--- src/rtl/ldr_writeback_sequencer.sv ---
`default_nettype none
// +--------------------------------------------------------------------------+
// | Module   : ldr_writeback_sequencer                                       |
// | Purpose  : Sequences ALU writeback, LDR and STR operations between the   |
// |            execute stage, the data RAM and the register file, waiting    |
// |            out the fixed RAM read latency before a load is written back. |
// | Ports    : clk, rst_n (async, active-low)                                |
// |            start/op/memAddr/storeData/destReg  - request from execute    |
// |            ramAddr/ramWrData/ramWe/ramRe       - RAM side (registered)   |
// |            memSelect                           - WB mux, 1=RAM 0=ALU     |
// |            regWrite/regDest                    - register-file write     |
// |            busy/done/illegal                   - status (registered)     |
// |            stall                               - start & busy (comb.)    |
// | Revision : 1.0  initial release                                          |
// +--------------------------------------------------------------------------+
module ldr_writeback_sequencer #(
  parameter int DATA_W  = 32,
  parameter int ADDR_W  = 8,
  parameter int REG_W   = 4,
  parameter int RAM_LAT = 2
) (
  input  logic              clk,
  input  logic              rst_n,
  input  logic              start,
  input  logic [1:0]        op,
  input  logic [ADDR_W-1:0] memAddr,
  input  logic [DATA_W-1:0] storeData,
  input  logic [REG_W-1:0]  destReg,
  output logic [ADDR_W-1:0] ramAddr,
  output logic [DATA_W-1:0] ramWrData,
  output logic              ramWe,
  output logic              ramRe,
  output logic              memSelect,
  output logic              regWrite,
  output logic [REG_W-1:0]  regDest,
  output logic              busy,
  output logic              done,
  output logic              illegal,
  output logic              stall
);

  generate
    if (RAM_LAT < 1 || RAM_LAT > 15) begin : g_bad_ram_lat
      $error("ldr_writeback_sequencer: RAM_LAT must be within 1..15");
    end
  endgenerate

  localparam logic [1:0] C_OP_ALU = 2'b00;
  localparam logic [1:0] C_OP_LDR = 2'b01;
  localparam logic [1:0] C_OP_STR = 2'b10;

  // Number of WAIT cycles between the READ cycle and the WB cycle.
  localparam logic [3:0] C_WAIT_INIT = 4'(RAM_LAT - 1);

  typedef enum logic [2:0] {
    S_IDLE  = 3'd0,
    S_STORE = 3'd1,
    S_READ  = 3'd2,
    S_WAIT  = 3'd3,
    S_WB    = 3'd4
  } state_t;

  state_t            r_state;
  logic [3:0]        r_wait;
  logic [REG_W-1:0]  r_dest;

  assign stall = start & busy;

  always_ff @(posedge clk or negedge rst_n) begin
    if (!rst_n) begin
      r_state   <= S_IDLE;
      r_wait    <= 4'd0;
      r_dest    <= '0;
      ramAddr   <= '0;
      ramWrData <= '0;
      ramWe     <= 1'b0;
      ramRe     <= 1'b0;
      memSelect <= 1'b0;
      regWrite  <= 1'b0;
      regDest   <= '0;
      busy      <= 1'b0;
      done      <= 1'b0;
      illegal   <= 1'b0;
    end else begin
      // Single-cycle pulses default low every cycle.
      ramWe    <= 1'b0;
      ramRe    <= 1'b0;
      regWrite <= 1'b0;
      done     <= 1'b0;
      illegal  <= 1'b0;

      case (r_state)
        S_IDLE: begin
          if (start) begin
            r_dest <= destReg;
            busy   <= 1'b1;
            case (op)
              C_OP_ALU: begin
                r_state   <= S_WB;
                regWrite  <= 1'b1;
                memSelect <= 1'b0;
                regDest   <= destReg;
                done      <= 1'b1;
              end
              C_OP_LDR: begin
                r_state   <= S_READ;
                ramRe     <= 1'b1;
                ramAddr   <= memAddr;
                memSelect <= 1'b1;
                r_wait    <= C_WAIT_INIT;
              end
              C_OP_STR: begin
                r_state   <= S_STORE;
                ramWe     <= 1'b1;
                ramAddr   <= memAddr;
                ramWrData <= storeData;
                done      <= 1'b1;
              end
              default: begin
                // Reserved opcode: reuse the WB state purely as the done
                // cycle, with no register or RAM activity.
                r_state <= S_WB;
                done    <= 1'b1;
                illegal <= 1'b1;
              end
            endcase
          end
        end

        S_READ: begin
          if (r_wait == 4'd0) begin
            r_state  <= S_WB;
            regWrite <= 1'b1;
            regDest  <= r_dest;
            done     <= 1'b1;
          end else begin
            r_state <= S_WAIT;
          end
        end

        S_WAIT: begin
          // Leave on the last WAIT cycle so WB lands RAM_LAT cycles after READ.
          if (r_wait == 4'd1) begin
            r_wait   <= 4'd0;
            r_state  <= S_WB;
            regWrite <= 1'b1;
            regDest  <= r_dest;
            done     <= 1'b1;
          end else begin
            r_wait <= r_wait - 4'd1;
          end
        end

        S_STORE, S_WB: begin
          // Done cycle: any start seen here is ignored.
          r_state <= S_IDLE;
          busy    <= 1'b0;
        end

        default: begin
          r_state <= S_IDLE;
          busy    <= 1'b0;
        end
      endcase
    end
  end

endmodule
`default_nettype wire

--- config.mk ---
export PLATFORM = sky130hd
export DESIGN_NAME = ldr_writeback_sequencer
export DESIGN_NICKNAME = d
export VERILOG_FILES = /design/src/rtl/ldr_writeback_sequencer.sv
export SDC_FILE = /design/constraint.sdc
export NUM_CORES = 1
export LEC_CHECK = 0
export ABC_AREA = 1
export BUFFER_PORTS_ARGS = -buffer_cell sky130_fd_sc_hd__buf_2
export CORE_MARGIN = 5
export CORE_UTILIZATION = 42
export DETAILED_ROUTE_END_ITERATION = 8
export MAX_ROUTING_LAYER = met4
export PLACE_DENSITY = 0.71
export RECOVER_POWER = 50
export SETUP_SLACK_MARGIN = 0.15
export SLEW_MARGIN = 20
export SYNTH_ARGS = -nofsm -noshare
export SYNTH_HDL_FRONTEND = slang
export SYNTH_SLANG_ARGS = --single-unit
--- constraint.sdc ---
create_clock -name clk -period 1.9 [get_ports clk]
set_clock_uncertainty 0.2 [all_clocks]
set_input_delay 0.19 -clock clk [delete_from_list [all_inputs] [get_ports clk]]
set_output_delay 0.19 -clock clk [all_outputs]
set_load 0.005 [all_outputs]
==> results.sh, run 1 <==
export IMPL_status="finished, final reports clean"
export IMPL_stdcell_count=545
export IMPL_cts_tree="yes"
export IMPL_clkLatencyLatePin_ps=330
export IMPL_setup_viol=0
export IMPL_timing_rr_start="r_state[0]"
export IMPL_fin_setup_tns_ps=0
export IMPL_p_leak_uw=0.00220
export IMPL_synth_area_um2=2680
export IMPL_firstDrtPassIters=4
export IMPL_synth_distinct_cells=19
export IMPL_worstSetupStartpoint="r_state[0]"
export IMPL_portBuffers=100
export IMPL_grt_start_max_net_pins=63
export IMPL_synth_most_common_cell="nand2_1"
export IMPL_fin_nets=522
export IMPL_ys_seq_area_share_pct=57.9
export IMPL_die_area_um2=8080
export IMPL_drcViolationCount=0
export IMPL_synth_seq_cells=62
export IMPL_ctsHtreeMaxLevel=3
export IMPL_endpoint_kind="flip-flop"
export IMPL_antenna_found_initial=0
export IMPL_cts_buffer_depth=2
export IMPL_min_period_ps=1710
export IMPL_yosysWarnings=0
export IMPL_hold_path_class="primary input to flip-flop"
export IMPL_cp_required_ps=1910
export IMPL_crit_arrival_ps=1720
export IMPL_die_y_um=89.9
export IMPL_max_freq_ghz=0.584
export IMPL_rows=29
export IMPL_hold_viol_final=0
export IMPL_cts_clk_slew_worst_paths_ps=60
export IMPL_viasPerCell=4.57
export IMPL_synthesis_nets=366
export IMPL_vdd_ir_drop_max_mv=0.659
export IMPL_area_growth_pct=44.7
export IMPL_path_class="flip-flop to flip-flop"
export IMPL_worst_pin_slew_ps=838
export IMPL_worstPathMaxFanout=32
export IMPL_grt_usage_pct=18.1
export IMPL_report_final_slew_viol_count=0
export IMPL_diodes=0
export IMPL_dp_cells=481
export IMPL_gp_congestion=0.824
export IMPL_r2r_slack_ps=190
export IMPL_wire_per_inst_um=12.7
export IMPL_slew_limit_headroom_pct=44.1
export IMPL_vias=2492
export IMPL_dp_hpwl_um=4430
export IMPL_core_area_um2=6280
export IMPL_pin_count=101
export IMPL_layout_drive_gt1_share_pct=23.9
export IMPL_cp_start_kind="flip-flop"
export IMPL_root_buffer="clkbuf_8"
export IMPL_rsz0062_at_grt="no"
export IMPL_hp_start="op[1]"
export IMPL_drt_iter0_markers=117
export IMPL_grt_pass1_wl_um=11700
export IMPL_fin_ws_ps=189
export IMPL_p_per_area_nw_per_um2=1360
export IMPL_cts_buffers=9
export IMPL_synth_area_top_cells="dfrtp_1, nand2_1, ha_1"
export IMPL_clkSinkCount=62
export IMPL_max_cap_violations=0
export IMPL_grt_pass1_vias=2483
export IMPL_total_power_uw=5260
export IMPL_synth_top_cell_by_area="dfrtp_1"
export IMPL_async_reset_ff_share_pct=100
export IMPL_floorplan_initialDensity_pct=42.7
export IMPL_ant_nets=0
export IMPL_synth_avg_cell_area_um2=8.67
export IMPL_wl_um=6940
export IMPL_pre_cts_ws_ps=165
export IMPL_post_route_period_util_pct=90.0
export IMPL_synthFlopType="dfrtp_1"
export IMPL_fp_dieW_um=89.9
export IMPL_synth_edf_count=0
export IMPL_ys_top_cells_by_count="nand2_1, dfrtp_1, inv_1"
export IMPL_syn_instance_count=309
export IMPL_yosys_area_top_type_share_pct=57.9
export IMPL_overflow=0
## layer usage
layer  global-route usage [%]  up-vias  routed length, um
li1                         -     1260                  -
met1                     23.1     1146               3060
met2                     27.6       75               3390
met3                     4.17       11                375
met4                     7.82        0                125
met5                        -        -                  0
## area by class of cell
cell class              count  area, um2
fillers                   548       2400
well taps                  77       96.3
clock inverters             4       25.0
inverters                  25       98.8
flip-flops and latches     62       1550
clock buffers              10        138
repair buffers            153        998
multi-input cells         214        971
## flip-flops by register name, summed over array words and instances (netlist names)
signal     flops
busy           1
done           1
illegal        1
memSelect      1
r_dest         4
r_state        3
r_wait         4
ramAddr        8
ramRe          1
ramWe          1
ramWrData     32
regDest        4
regWrite       1
## path summary, 6_finish.rpt
check / end / cells past startpoint
min reg2reg: ramAddr[0] / 2
min in group asynchronous: done / 3
max in group asynchronous: ramAddr[5] / 3
min: illegal / 4
max reg2reg: ramWrData[10] / 7
max: ramWrData[10] / 7
## cells by family (layout without fill, tap and decap cells)
kind of cell	after synthesis	in the layout	share of synthesized area, %
AO/OA/AOI/OAI	17	17	3.17
AND/OR/NAND/NOR	188	188	29.1
buffers and inverters	33	192	5.79
XOR/XNOR	1	1	0.327
flip-flops	62	62	57.9
adder cells (fa/ha/maj)	8	8	3.73
## report_power, final
group	internal, uW	leakage (uW)	switching, uW
Sequential	1930	0.000783	342
Clock	489	0.0000800	474
Combinational	915	0.00134	1110
## cells in the final DEF, fill, tap and decap left out
cell type,count
nand2_1,154
buf_2,85
dfrtp_1,62
dlygate4sd3_1,46
inv_1,24
nand3_1,20
o21ai_0,16
clkbuf_1,15
clkbuf_8,10
ha_1,8
nor2_1,5
buf_4,5
nand4_1,4
nand2_4,2
or2_2,2
clkinv_2,2
clkinvlp_4,2
nor2_8,1
inv_6,1
o21ai_1,1
xor2_1,1
buf_6,1
clkbuf_4,1
## worst max-delay path: stages, from the launching register on
cell and delay [ps]:
dfrtp_1 400, nor2_1 230, nand2_4 130, nor2_8 200, nand2_4 90, buf_6 190, nand2_1 80, nand2_1 60
## metrics by stage
step | hold slack, ps | utilization (%) | area [um2]
after CTS | 92.4 | 61.7 | 3870
after global placement | 23.4 | 51.8 | 3250
after global routing | 112 | 61.8 | 3880
after floorplan | -306 | - | 2680
after detailed placement | 27.4 | 51.8 | 3250
final | 101 | 61.8 | 3880
## what timing repair did
action,4_1_cts,5_1_grt
setup buffers,0,4
endpoints found under the hold margin,107,0
setup endpoints to repair,0,32
gates resized for setup,0,3
hold buffers,46,0
No activity file was read; power rests on OpenSTA's default activity.
==> run 2: changes to the inputs <==
--- a/config.mk
+++ b/config.mk
@@ -11,7 +11,7 @@
 export CORE_UTILIZATION = 42
 export DETAILED_ROUTE_END_ITERATION = 8
 export MAX_ROUTING_LAYER = met4
-export PLACE_DENSITY = 0.71
+export PLACE_DENSITY = 0.7
 export RECOVER_POWER = 50
 export SETUP_SLACK_MARGIN = 0.15
 export SLEW_MARGIN = 20
==> run 2 against run 1 <==
Compared with the run above: die area unchanged; sequential power barely moved; wire length rose by 0.94%; global-route usage increased by 0.31 points; clock-buffer cell count shrank 1; cell count grew 0.55%; core utilization rose by 0.86 points.
==> results.sh, run 2 (same netlist as run 1, synthesis figures left out) <==
export IMPL_report_final_slew_viol_count=0
export IMPL_cts_buffers=9
export IMPL_rows=29
export IMPL_post_route_util_pct=62.6
export IMPL_drt_iter0_markers=120
export IMPL_grt_start_max_net_pins=34
export IMPL_post_route_period_util_pct=88.8
export IMPL_path_class="flip-flop to flip-flop"
export IMPL_vias=2524
export IMPL_largest_reg_flops=32
export IMPL_fin_setup_tns_ps=0
export IMPL_antenna_found_initial=0
export IMPL_hp_start="op[1]"
export IMPL_regMostFlops="ramWrData"
export IMPL_drt_met1_wl_um=3180
export IMPL_layout_drive_gt1_share_pct=24.2
export IMPL_die_y_um=89.9
export IMPL_grt_pass1_wl_um=12100
export IMPL_status="finished, final reports clean"
export IMPL_stdcell_count=548
export IMPL_wl_met3_um=534
export IMPL_viasPerCell=4.61
export IMPL_floorplan_initialDensity_pct=42.7
export IMPL_p_leak_uw=0.00222
export IMPL_gp_congestion=0.817
export IMPL_cts_clk_slew_worst_paths_ps=70
export IMPL_grt_pass1_vias=2495
export IMPL_dp_hpwl_um=4600
export IMPL_clkLatencyLatePin_ps=330
export IMPL_cp_start_kind="flip-flop"
export IMPL_fp_dieW_um=89.9
export IMPL_root_buffer="clkbuf_8"
export IMPL_cp_required_ps=1920
export IMPL_wire_per_inst_um=12.8
export IMPL_fillCellCount=538
export IMPL_ctsHtreeMaxLevel=3
export IMPL_max_freq_ghz=0.593
export IMPL_crit_arrival_ps=1710
export IMPL_wl_um=7010
export IMPL_min_period_ps=1690
export IMPL_drcViolationCount=0
export IMPL_worstPathMaxFanout=32
export IMPL_p_per_area_nw_per_um2=1360
export IMPL_rsz0062_at_grt="no"
export IMPL_portBuffers=100
export IMPL_reg_largest_list="ramWrData: 32 flops, ramAddr: 8 flops"
export IMPL_hold_viol_final=0
export IMPL_endpoint_kind="flip-flop"
export IMPL_dr_max_layer_used="met4"
export IMPL_layout_commonest_cell="nand2_1"
export IMPL_max_cap_violations=0
export IMPL_hold_path_class="primary input to flip-flop"
export IMPL_area_growth_pct=46.7
export IMPL_pin_count=101
export IMPL_grt_usage_pct=18.4
export IMPL_fin_nets=523
export IMPL_worst_pin_slew_ps=1200
export IMPL_cts_tree="yes"
export IMPL_firstDrtPassIters=4
export IMPL_die_area_um2=8080
export IMPL_diodes=0
export IMPL_cts_buffer_depth=2
export IMPL_setup_viol=0
export IMPL_clkSinkCount=62
export IMPL_final_cell_mix="nand2_1, buf_2, dfrtp_1"
export IMPL_slew_limit_headroom_pct=20.0
export IMPL_dp_cells=482
export IMPL_overflow=0
export IMPL_core_area_um2=6280
export IMPL_worstSetupStartpoint="r_state[1]"
export IMPL_ant_nets=0
export IMPL_timing_rr_start="r_state[1]"
export IMPL_vdd_ir_drop_max_mv=0.836
export IMPL_wl_met2_um=3230
export IMPL_holdWs_ps=106
==> run 2: cell count changes in the layout (fill, tap and decap cells not counted) <==
cell	change
buf_12	+3
buf_2	-3
buf_6	-1
clkbuf_1	+3
clkbuf_4	-1
clkbuf_8	-1
clkinv_4	+1
clkinvlp_4	+1
inv_4	+1
nand2_1	-1
nand2_2	+1
nand3_1	-1
nand3_2	+1
==> run 2: timing repair <==
action                                  in CTS  in global routing
endpoints found under the setup margin       0                 37
gates resized for setup                      0                  3
endpoints found under the hold margin       80                  0
hold buffers                                46                  0
buffers inserted                             0                  4
==> run 2: final timing paths <==
path	to	slack (ps)	cells past startpoint
worst min-delay path	illegal	110	4
worst max-delay path	ramWrData[0]	210	7
worst min register to register	ramAddr[4]	280	2
min in group asynchronous	ramWrData[1]	430	2
max in group asynchronous	ramWrData[19]	340	3
worst max register to register	ramWrData[0]	210	7
==> run 2: power by group <==
part	total (uW)	internal, uW	switching, uW
clock	1010	474	536
sequential	2260	1930	334
combinational	2080	940	1140
total	5350	3340	2010
==> run 2: worst max-delay path: stages, from the launching register on <==
cell and delay (ps):
dfrtp_1 390, nor2_1 220, nand2_4 120, nor2_8 180, nand2_4 70, buf_4 230, nand2_1 100, nand2_1 60
==> run 2: layout make-up <==
class / instances / area, um2 / share of cell area [%]
Tap cell: 77 / 96.3 / 2.45
Timing Repair Buffer: 154 / 1040 / 26.3
Clock inverter: 7 / 50.0 / 1.27
Multi-Input combinational cell: 214 / 978 / 24.9
Inverter: 25 / 96.3 / 2.45
Sequential cell: 62 / 1550 / 39.5
Clock buffer: 9 / 124 / 3.15
==> run 2: layer usage <==
metal	global-route usage, %	vias to the layer above
li1	-	1268
met1	24.0	1154
met2	27.6	96
met3	5.09	6
met4	6.33	0
met5	-	-
==> run 2: metrics by stage <==
stage                     worst slack [ps]  power, uW  area [um2]
after floorplan                        423       3380        2680
after global placement                 234       4170        3270
after detailed placement               195       4220        3270
after CTS                              157       5310        3910
after global routing                  72.9       5830        3930
final                                  214       5350        3930
